===== config.mk =====
export PLATFORM = sky130hd
export DESIGN_NAME = misr_sig_flat
export DESIGN_NICKNAME = d
export VERILOG_FILES = /design/src/rtl/misr_sig_if.sv /design/src/rtl/misr_sig.sv /design/src/flat_wrapper.sv
export SDC_FILE = /design/constraint.sdc
export NUM_CORES = 1
export LEC_CHECK = 0
export ABC_AREA = 1
export BUFFER_PORTS_ARGS = -buffer_cell sky130_fd_sc_hd__buf_4
export CAP_MARGIN = 20
export CORE_UTILIZATION = 40
export CTS_BUF_LIST = sky130_fd_sc_hd__clkbuf_16
export DETAILED_ROUTE_END_ITERATION = 10
export GPL_TIMING_DRIVEN = 0
export PLACE_DENSITY = 0.67
export SYNTH_ARGS = -nofsm -noshare
export SYNTH_HDL_FRONTEND = slang
export SYNTH_SLANG_ARGS = --single-unit

===== constraint.sdc =====
create_clock -name clk -period 3.7 [get_ports clk]
set_clock_uncertainty 0.05 [all_clocks]
set_input_delay 0.185 -clock clk [delete_from_list [all_inputs] [get_ports clk]]
set_output_delay 0.185 -clock clk [all_outputs]
set_load 0.005 [all_outputs]

===== src/rtl/misr_sig_if.sv =====
// Response/control bundle between the pattern-generator side and the MISR compactor.
// The master drives control and responses; the slave returns the handshake, signature and verdict.
interface misr_sig_if;
  logic       en;
  logic       start;
  logic [7:0] num_pat;
  logic [7:0] golden;
  logic [7:0] din;
  logic       din_valid;
  logic       din_ready;
  logic [7:0] sig;
  logic       busy;
  logic       done;
  logic       pass;

  modport master (
    output en, start, num_pat, golden, din, din_valid,
    input  din_ready, sig, busy, done, pass
  );

  modport slave (
    input  en, start, num_pat, golden, din, din_valid,
    output din_ready, sig, busy, done, pass
  );
endinterface


===== src/rtl/misr_sig.sv =====
// 8-bit MISR response compactor (x^8+x^4+x^3+x^2+1) with a run counter and a registered golden compare.
// done/pass register on the edge that accepts the last response; din_ready is high only while running.
module misr_sig (
  input  logic        clk,
  input  logic        rst,
  misr_sig_if.slave   bus
);

  localparam logic [1:0] ST_IDLE = 2'd0;
  localparam logic [1:0] ST_RUN  = 2'd1;
  localparam logic [1:0] ST_DONE = 2'd2;

  logic [1:0] state_q, state_d;
  logic [7:0] sig_q, sig_d;
  logic [7:0] cnt_q, cnt_d;
  logic [7:0] npat_q, npat_d;
  logic       pass_q, pass_d;
  logic [7:0] misr_next;
  logic [7:0] cnt_inc;

  // Shift left, inject the response word, and fold bit 7 back into taps 0,2,3,4.
  assign misr_next = {sig_q[6:0], 1'b0} ^ bus.din ^ (sig_q[7] ? 8'h1D : 8'h00);
  assign cnt_inc   = cnt_q + 8'd1;

  always_comb begin
    state_d = state_q;
    sig_d   = sig_q;
    cnt_d   = cnt_q;
    npat_d  = npat_q;
    pass_d  = pass_q;
    if (bus.en) begin
      case (state_q)
        ST_IDLE, ST_DONE: begin
          if (bus.start) begin
            sig_d = 8'h00;
            cnt_d = 8'h00;
            if (bus.num_pat != 8'h00) begin
              npat_d  = bus.num_pat;
              pass_d  = 1'b0;
              state_d = ST_RUN;
            end else begin
              pass_d  = (bus.golden == 8'h00);
              state_d = ST_DONE;
            end
          end
        end
        ST_RUN: begin
          if (bus.din_valid) begin
            sig_d = misr_next;
            cnt_d = cnt_inc;
            // npat_q is never zero in RUN, so the counter stops before it could wrap.
            if (cnt_inc == npat_q) begin
              pass_d  = (misr_next == bus.golden);
              state_d = ST_DONE;
            end
          end
        end
        default: begin
          state_d = ST_IDLE;
          pass_d  = 1'b0;
        end
      endcase
    end
  end

  always_ff @(posedge clk) begin
    if (rst) begin
      state_q <= ST_IDLE;
      sig_q   <= 8'h00;
      cnt_q   <= 8'h00;
      npat_q  <= 8'h00;
      pass_q  <= 1'b0;
    end else begin
      state_q <= state_d;
      sig_q   <= sig_d;
      cnt_q   <= cnt_d;
      npat_q  <= npat_d;
      pass_q  <= pass_d;
    end
  end

  assign bus.din_ready = (state_q == ST_RUN);
  assign bus.busy      = (state_q == ST_RUN);
  assign bus.done      = (state_q == ST_DONE);
  assign bus.pass      = pass_q & (state_q == ST_DONE);
  assign bus.sig       = sig_q;

endmodule

===== src/flat_wrapper.sv =====
// flat-port wrapper written by rule: the top's interface ports become plain ports
module misr_sig_flat 
  (clk, rst, bus_en, bus_start, bus_num_pat, bus_golden, bus_din, bus_din_valid, bus_din_ready, bus_sig, bus_busy, bus_done, bus_pass);
  misr_sig_if bus_i ();
  input  logic clk;
  input  logic rst;
  input wire logic [$bits(bus_i.en)-1:0] bus_en;
  input wire logic [$bits(bus_i.start)-1:0] bus_start;
  input wire logic [$bits(bus_i.num_pat)-1:0] bus_num_pat;
  input wire logic [$bits(bus_i.golden)-1:0] bus_golden;
  input wire logic [$bits(bus_i.din)-1:0] bus_din;
  input wire logic [$bits(bus_i.din_valid)-1:0] bus_din_valid;
  output wire logic [$bits(bus_i.din_ready)-1:0] bus_din_ready;
  output wire logic [$bits(bus_i.sig)-1:0] bus_sig;
  output wire logic [$bits(bus_i.busy)-1:0] bus_busy;
  output wire logic [$bits(bus_i.done)-1:0] bus_done;
  output wire logic [$bits(bus_i.pass)-1:0] bus_pass;
  assign bus_i.en = bus_en;
  assign bus_i.start = bus_start;
  assign bus_i.num_pat = bus_num_pat;
  assign bus_i.golden = bus_golden;
  assign bus_i.din = bus_din;
  assign bus_i.din_valid = bus_din_valid;
  assign bus_din_ready = bus_i.din_ready;
  assign bus_sig = bus_i.sig;
  assign bus_busy = bus_i.busy;
  assign bus_done = bus_i.done;
  assign bus_pass = bus_i.pass;
  misr_sig u_core (.clk(clk), .rst(rst), .bus(bus_i));
endmodule

==> impl_metrics.ini, run 1 <==
[outcome]
outcome = finished, final reports clean

[worst_setup_path]
required_ps = 3820
cpPeakStageDelay_ps = 350
crit_slowest_cell = dfxtp_1
cp.arrival_ps = 1940
end_kind = register
crit_family = simple AND/OR/NAND/NOR gates
crit_fanout = 6
reg2reg_slack_ps = 1880
path_common_cell = nand2_1
startpoint_type = register
worst-setup-path-type = reg -> reg
path_cells = ha_1 > nand2_1 > inv_2 > nor2_1 > nand2_1 > nand2_1 > nand3_1 > nor2_1 > nand3_2 > nand2_2 > nand2_2 > o21ai_2 > inv_1
cp_num_buf_inv = 2

[global_routing]
grt_first_pass_wirelength_um = 6920
grt_overflow = 0
grt_max_degree = 17
grt_usage = 0.178
grt_pass1_vias = 1559
antenna_found_initial = 0

[die]
coreArea_um2 = 4350
fp.dieH_um = 69.5
start_util = 0.418
io_pins = 41
die_x_um = 69.5
dieArea_um2 = 4820
rows = 24

[synth]
synth.avg_cell_area_um2 = 6.15
ys_warn_count = 0
synth_area_um2 = 1820
synth_cell_types = 31
synth_edf_count = 0
syn_inst = 296
ys.flop_type = dfxtp_1
seq_area_frac_synth = 0.297
ys_ff_latch = 27
syn_nets = 326
async_flop_share = 0

[finish]
multi_input_area_um2 = 1070
syn_to_final_growth_pct = 24.2
finalNonFillerCells = 391
drive_gt1_frac = 0.209
seqCellArea_um2 = 541
fillers = 435
antenna_cells = 0
finalNetCount = 370

[placed_design]
place_congestion = 0.788
dp_cells = 387
hpwlAfterDp_um = 3380
port_buffers = 39

[route]
drcViolationCount = 0
drt_wl_total_um = 4230
wl_per_cell_um = 10.8
postRouteAntennaNets = 0
vias_per_cell = 4.83
firstDrtPassIters = 6
via_count = 1887
drtIter0Drc = 102

[job]
drv_cap = 0

[timing]
rsz0062_at_grt = false
slew_violations = 0
finalCritPeriodShare = 0.493
setup_viol = 0
tightestPinTransition_ps = 490
relSlewSlack = 0.673
max_freq_mhz = 548
hold_viol = 0
setup_tns_ps = 0
timing.final.crit_period_ps = 1820

[cts]
cts.repair.resized = 0
cts_tree = done
cts_root_buffer = clkbuf_16
cts_setup_buffers = 0
numCtsBuffers = 3
clock_sinks = 27
clock_path_buffers = 2
cts_hold_buffers = 0
h-tree-depth = 1
clk_latency_ps = 270
clk_pin_slew_ps = 70

[pwr]
ir_drop_mv = 0.154
power_density_nw_per_um2 = 313
power_leakage_nw = 1.04

[hold_path]
hp-class = in -> reg
## kinds of logic after synthesis
family	share of synthesized area
buf+inv	0.114
simple gates	0.447
fa+ha+maj	0.00687
compound gates	0.125
flops	0.297
xor+xnor	0.00962
## sequential cells by signal, summed over array words and instances (netlist names)
| register | count |
|---|---|
| u_core.npat_q | 8 |
| u_core.pass_q | 1 |
| u_core.cnt_q | 8 |
| u_core.state_q | 2 |
| u_core.bus.sig | 8 |
## through the flow
step / utilization / power, mW / worst slack (ps) / area, um^2 / hold WS, ps
2_1_floorplan: - / 0.399 / 2090 / 1820 / 327
3_3_place_gp: 0.500 / 0.451 / 1880 / 2180 / 408
3_5_place_dp: 0.500 / 0.453 / 1870 / 2180 / 408
4_1_cts: 0.519 / 0.709 / 1860 / 2260 / 158
5_1_grt: 0.519 / 0.738 / 1710 / 2260 / 182
6_report: 0.519 / 0.707 / 1880 / 2260 / 158
## layout by cell type, fill, tap and decap left out, types with 2 or more instances in the layout
cell and n:
nor2_1 24, nor2_4 5, or2_2 3, o21ai_2 2
nor4_1 2, dfxtp_1 27, nor2_2 2, a21oi_1 27
nand3b_1 2, clkbuf_16 3, nand3_2 3, buf_4 43
inv_2 2, nand4_1 5, nand2_2 3, o21ai_0 8
inv_1 41, nand2_1 88, nand3_1 35
## worst register-to-register path: cells and delay by family (launching register included)
kind,cells,cell delay (ps)
flip-flops,1,350
AND/OR/NAND/NOR,9,830
buffers and inverters,2,120
AO/OA/AOI/OAI,1,100
adder cells (fa/ha/maj),1,280
## final cells by class
type | count | share of cell area
multi-input cells | 218 | 0.474
flip-flops and latches | 27 | 0.239
repair buffers | 39 | 0.129
inverters | 44 | 0.0730
clock buffers | 3 | 0.0332
well taps | 52 | 0.0288
plain buffers | 7 | 0.0188
clock inverters | 1 | 0.00332
## metal layers
layer	up-vias	wire length, um	GRT usage
met5	-	0	0
met4	0	39	0.0544
met3	4	154	0.0233
met2	43	1920	0.283
met1	809	2120	0.252
li1	1031	-	-
## synthesized netlist by cell type, types with 2 or more instances
cell type  instances  area (um^2)
nor2_1            24         90.1
inv_2              2         7.51
nand3_1           35          175
nand3b_1           2         15.0
a21oi_1           27          135
inv_1             41          154
or2_2              3         18.8
nor4_1             2         12.5
nor2_2             2         12.5
nand2_1           88          330
nand4_1            5         31.3
o21ai_0            8         40.0
dfxtp_1           27          541
nand2_2            3         18.8
nand3_2            3         30.0
o21ai_2            2         17.5
nor2_4             5         56.3
buf_4              4         30.0
## path summary, 6_finish.rpt
kind	from	endpoint	cells past startpoint
worst min-delay path	bus_num_pat[2]	u_core.npat_q[2]	3
worst max-delay path	u_core.cnt_q[0]	u_core.state_q[0]	13
worst max register to register	u_core.cnt_q[0]	u_core.state_q[0]	13
worst min register to register	u_core.npat_q[1]	u_core.npat_q[1]	2
## report_power, final
part           switching [mW]  leakage [nW]  internal (mW)
Sequential             0.0101         0.220          0.302
Combinational          0.0733         0.788         0.0595
Clock                   0.114        0.0371          0.147
(Power assumes the default switching activity.)
==> inputs of run 2 (changes only) <==
Settings changed: PLACE_DENSITY 0.67 to 0.69.
Clock period 3.7 ns to 1.52 ns, I/O delays scaled along.
==> impl_metrics.ini, run 2 (synthesized netlist as in run 1, its figures left out) <==
[finish]
most-common-layout-cells = 81 x nand2_1, 48 x buf_4, 40 x inv_1
utilization = 0.561
final_common_cell = nand2_1
fillers = 440
final_area_um2 = 2440
finalNetCount = 378
drive_gt1_frac = 0.300
antenna_cells = 0
syn_to_final_growth_pct = 34.1

[cts]
cts_tree = done
cts_root_buffer = clkbuf_16
h-tree-depth = 1
clk_latency_ps = 260
clock_path_buffers = 2
clk_pin_slew_ps = 70
clock_sinks = 27
cts_hold_buffers = 0
numCtsBuffers = 3

[timing]
rsz0062_at_grt = true
finalCritPeriodShare = 1.08
timing.final.ws_setup_ps = -126
relSlewSlack = 0.651
hold-worst-slack_ps = 49.7
setup_tns_ps = -329
max_freq_mhz = 608
hold_viol = 0
timing.final.crit_period_ps = 1650
setup_viol = 3
slew_violations = 0
tightestPinTransition_ps = 524

[placed_design]
place_congestion = 0.827
port_buffers = 39
hpwlAfterDp_um = 3420
place_area_um2 = 2200

[route]
firstDrtPassIters = 4
via_count = 1960
drcViolationCount = 0
drtIter0Drc = 112
drt_wl_total_um = 4560
vias_per_cell = 4.91
postRouteAntennaNets = 0
wl_per_cell_um = 11.4

[outcome]
outcome = finished with violations
violations = negative setup slack

[worst_setup_path]
cp_num_buf_inv = 4
path_cells = buf_6 > buf_4 > nand2_4 > inv_4 > nor2_4 > nand2_1 > nand2_1 > nand3_1 > nor2_2 > nand3_2 > nand2_4 > nand2_2 > o21ai_2 > inv_1
end_kind = register
crit_slowest_cell = dfxtp_2
cpPeakStageDelay_ps = 320
required_ps = 1630
crit_family = simple AND/OR/NAND/NOR gates
cp.arrival_ps = 1760
worst-setup-path-type = reg -> reg
crit_fanout = 5
reg2reg_slack_ps = -130
startpoint_type = register

[job]
drv_cap = 0

[pwr]
power_density_nw_per_um2 = 710
ir_drop_mv = 0.423
power_leakage_nw = 1.11

[die]
coreArea_um2 = 4350
io_pins = 41
start_util = 0.418
dieArea_um2 = 4820
fp.dieH_um = 69.5
rows = 24
die_x_um = 69.5

[global_routing]
antenna_found_initial = 0
grt_usage = 0.188
grt_pass1_vias = 1723
grt_max_degree = 16
grt_overflow = 0
grt_first_pass_wirelength_um = 7580

[hold_path]
hp-class = in -> reg
## run 2: path summary, 6_finish.rpt
kind	depth (start not counted)	start	end
min reg2reg	2	u_core.npat_q[6]	u_core.npat_q[6]
max	14	u_core.cnt_q[2]	u_core.state_q[0]
max reg2reg	14	u_core.cnt_q[2]	u_core.state_q[0]
min	3	bus_num_pat[5]	u_core.npat_q[5]
## run 2: where the power goes
part / internal [mW] / total, mW / leakage [nW] / switching (mW)
sequential: 0.734 / 0.761 / 0.224 / 0.0266
combinational: 0.163 / 0.357 / 0.848 / 0.194
clock: 0.356 / 0.616 / 0.0409 / 0.261
## run 2: worst register-to-register path: stages, from the launching register on
cell	delay (ps)
dfxtp_2	320
buf_6	120
buf_4	140
nand2_4	60
inv_4	50
nor2_4	80
nand2_1	50
nand2_1	70
nand3_1	90
nor2_2	110
nand3_2	110
nand2_4	110
nand2_2	50
o21ai_2	100
inv_1	40
## run 2: what timing repair did
action / CTS / global route
setup buffers: 6 / 2
setup endpoints to repair: 14 / 14
pin swaps: 5 / 10
hold endpoints to repair: 0 / 0
gates resized for setup: 9 / 23
## run 2: per-stage QoR
step	std cells	total power [mW]	setup slack, ps
floorplan	296	0.973	31.7
global placement	387	1.10	-125
detailed placement	387	1.11	-133
CTS	397	1.73	-120
global route	399	1.80	-220
finish	399	1.73	-126
## run 2: layout make-up
class,instances,area (um^2),share of cell area
buffer,7,53.8,0.0220
clock buffer,3,75.1,0.0308
tap,52,65.1,0.0267
clock inverter,1,5.00,0.00205
inverter,44,170,0.0697
multi-input combinational,218,1160,0.477
timing repair buffer,47,353,0.145
sequential,27,554,0.227
## run 2: metal layers
metal,GRT usage,vias to the layer above,wire (um)
met3,0.0189,7,93
met5,0,-,0
li1,-,1046,-
met2,0.312,29,2170
met4,0.0476,0,59
met1,0.261,878,2240
==> inputs of run 3 (changes only) <==
Settings changed: PLACE_DENSITY 0.69 to 0.63, REMOVE_ABC_BUFFERS set to 1.
==> impl_metrics.ini, run 3 (synthesized netlist as in run 1, its figures left out) <==
[outcome]
outcome = finished with violations
violations = negative setup slack

[finish]
antenna_cells = 0
syn_to_final_growth_pct = 34.8
finalNetCount = 375
utilization = 0.564
final_common_cell = nand2_1
drive_gt1_frac = 0.314
most-common-layout-cells = 81 x nand2_1, 50 x buf_4, 41 x inv_1
final_area_um2 = 2450

[worst_setup_path]
required_ps = 1640
worst-setup-path-type = reg -> reg
startpoint = u_core.cnt_q[1]
path_cells = ha_4 > nand2_4 > inv_4 > nor2_4 > nand2_1 > nand2_1 > nand3_2 > nor2_2 > nand3_2 > nand2_4 > nand2_2 > o21ai_2 > inv_1
startpoint_type = register
worstReg2RegStart = u_core.cnt_q[1]
end_kind = register
crit_slowest_cell = dfxtp_4
cp_num_buf_inv = 2
reg2reg_slack_ps = -80
crit_family = simple AND/OR/NAND/NOR gates
crit_fanout = 6
cp.arrival_ps = 1710
cpPeakStageDelay_ps = 370

[cts]
clk_pin_slew_ps = 70
h-tree-depth = 1
clk_latency_ps = 270
cts_hold_buffers = 0
clock_sinks = 27
cts_tree = done
clock_path_buffers = 2
numCtsBuffers = 3
cts_root_buffer = clkbuf_16

[route]
firstDrtPassIters = 5
postRouteAntennaNets = 0
drcViolationCount = 0
wl_per_cell_um = 11.6
drt_wl_total_um = 4600
via_count = 1961
vias_per_cell = 4.95
drtIter0Drc = 62

[placed_design]
port_buffers = 40
place_congestion = 0.797
hpwlAfterDp_um = 3180
place_area_um2 = 2140

[die]
start_util = 0.418
dieArea_um2 = 4820
die_x_um = 69.5
io_pins = 41
rows = 24
fp.dieH_um = 69.5
coreArea_um2 = 4350

[timing]
timing.final.crit_period_ps = 1600
setup_viol = 3
max_freq_mhz = 626
rsz0062_at_grt = true
hold_viol = 0
tightestPinTransition_ps = 528
setup_tns_ps = -163
slew_violations = 0
relSlewSlack = 0.647
timing.final.ws_setup_ps = -76.6
hold-worst-slack_ps = 48.4
finalCritPeriodShare = 1.05

[global_routing]
grt_max_degree = 20
grt_pass1_vias = 1678
grt_overflow = 0
antenna_found_initial = 0
grt_first_pass_wirelength_um = 7590
grt_usage = 0.192

[hold_path]
hp-start = bus_num_pat[6]
hp-class = in -> reg

[pwr]
power_density_nw_per_um2 = 704
ir_drop_mv = 0.463
power_leakage_nw = 1.11

[job]
drv_cap = 0
## run 3: cell type report
cell class,instances,area (um^2)
Clock buffer,3,75.1
Clock inverter,1,3.75
Fill cell,424,1900
Inverter,44,174
Multi-Input combinational cell,218,1190
Sequential cell,27,561
Tap cell,52,65.1
Timing Repair Buffer,50,375
Timing Repair inverter,1,7.51
## run 3: where the power goes
| part | switching [mW] | internal (mW) | leakage [nW] |
|---|---|---|---|
| combinational | 0.198 | 0.159 | 0.844 |
| sequential | 0.0256 | 0.733 | 0.225 |
| clock | 0.258 | 0.353 | 0.0423 |
| total | 0.481 | 1.24 | 1.11 |
## run 3: timing repair
action | in CTS | in global routing
endpoints found under the setup margin | 21 | 25
gates cloned | 1 | 0
gates resized for setup | 17 | 28
buffers inserted | 3 | 7
pin swaps | 2 | 10
## run 3: worst paths after layout
kind / to / cells past startpoint
worst min register to register: u_core.npat_q[1] / 2
worst max register to register: u_core.state_q[0] / 13
worst max-delay path: u_core.state_q[0] / 13
worst min-delay path: u_core.npat_q[6] / 3
## run 3: per-layer routing
layer  GRT usage  up-vias  wire length (um)
met2       0.312       47              2120
met4      0.0522        0                38
met3      0.0291        4               208
li1            -     1041                 -
met5           0        -                 0
met1       0.266      869              2230
## run 3: tightest hold or removal path, cell delays in order
cell,delay [ps]
buf_4,80
o21ai_0,70
a21oi_1,100
## run 3: per-stage QoR
stage               setup WS (ps)  total power, mW  std cells
floorplan                   -88.2            0.955        289
global placement             -285             1.09        381
detailed placement           -278             1.09        381
CTS                          -118             1.72        389
global route                 -196             1.82        396
finish                      -76.6             1.73        396
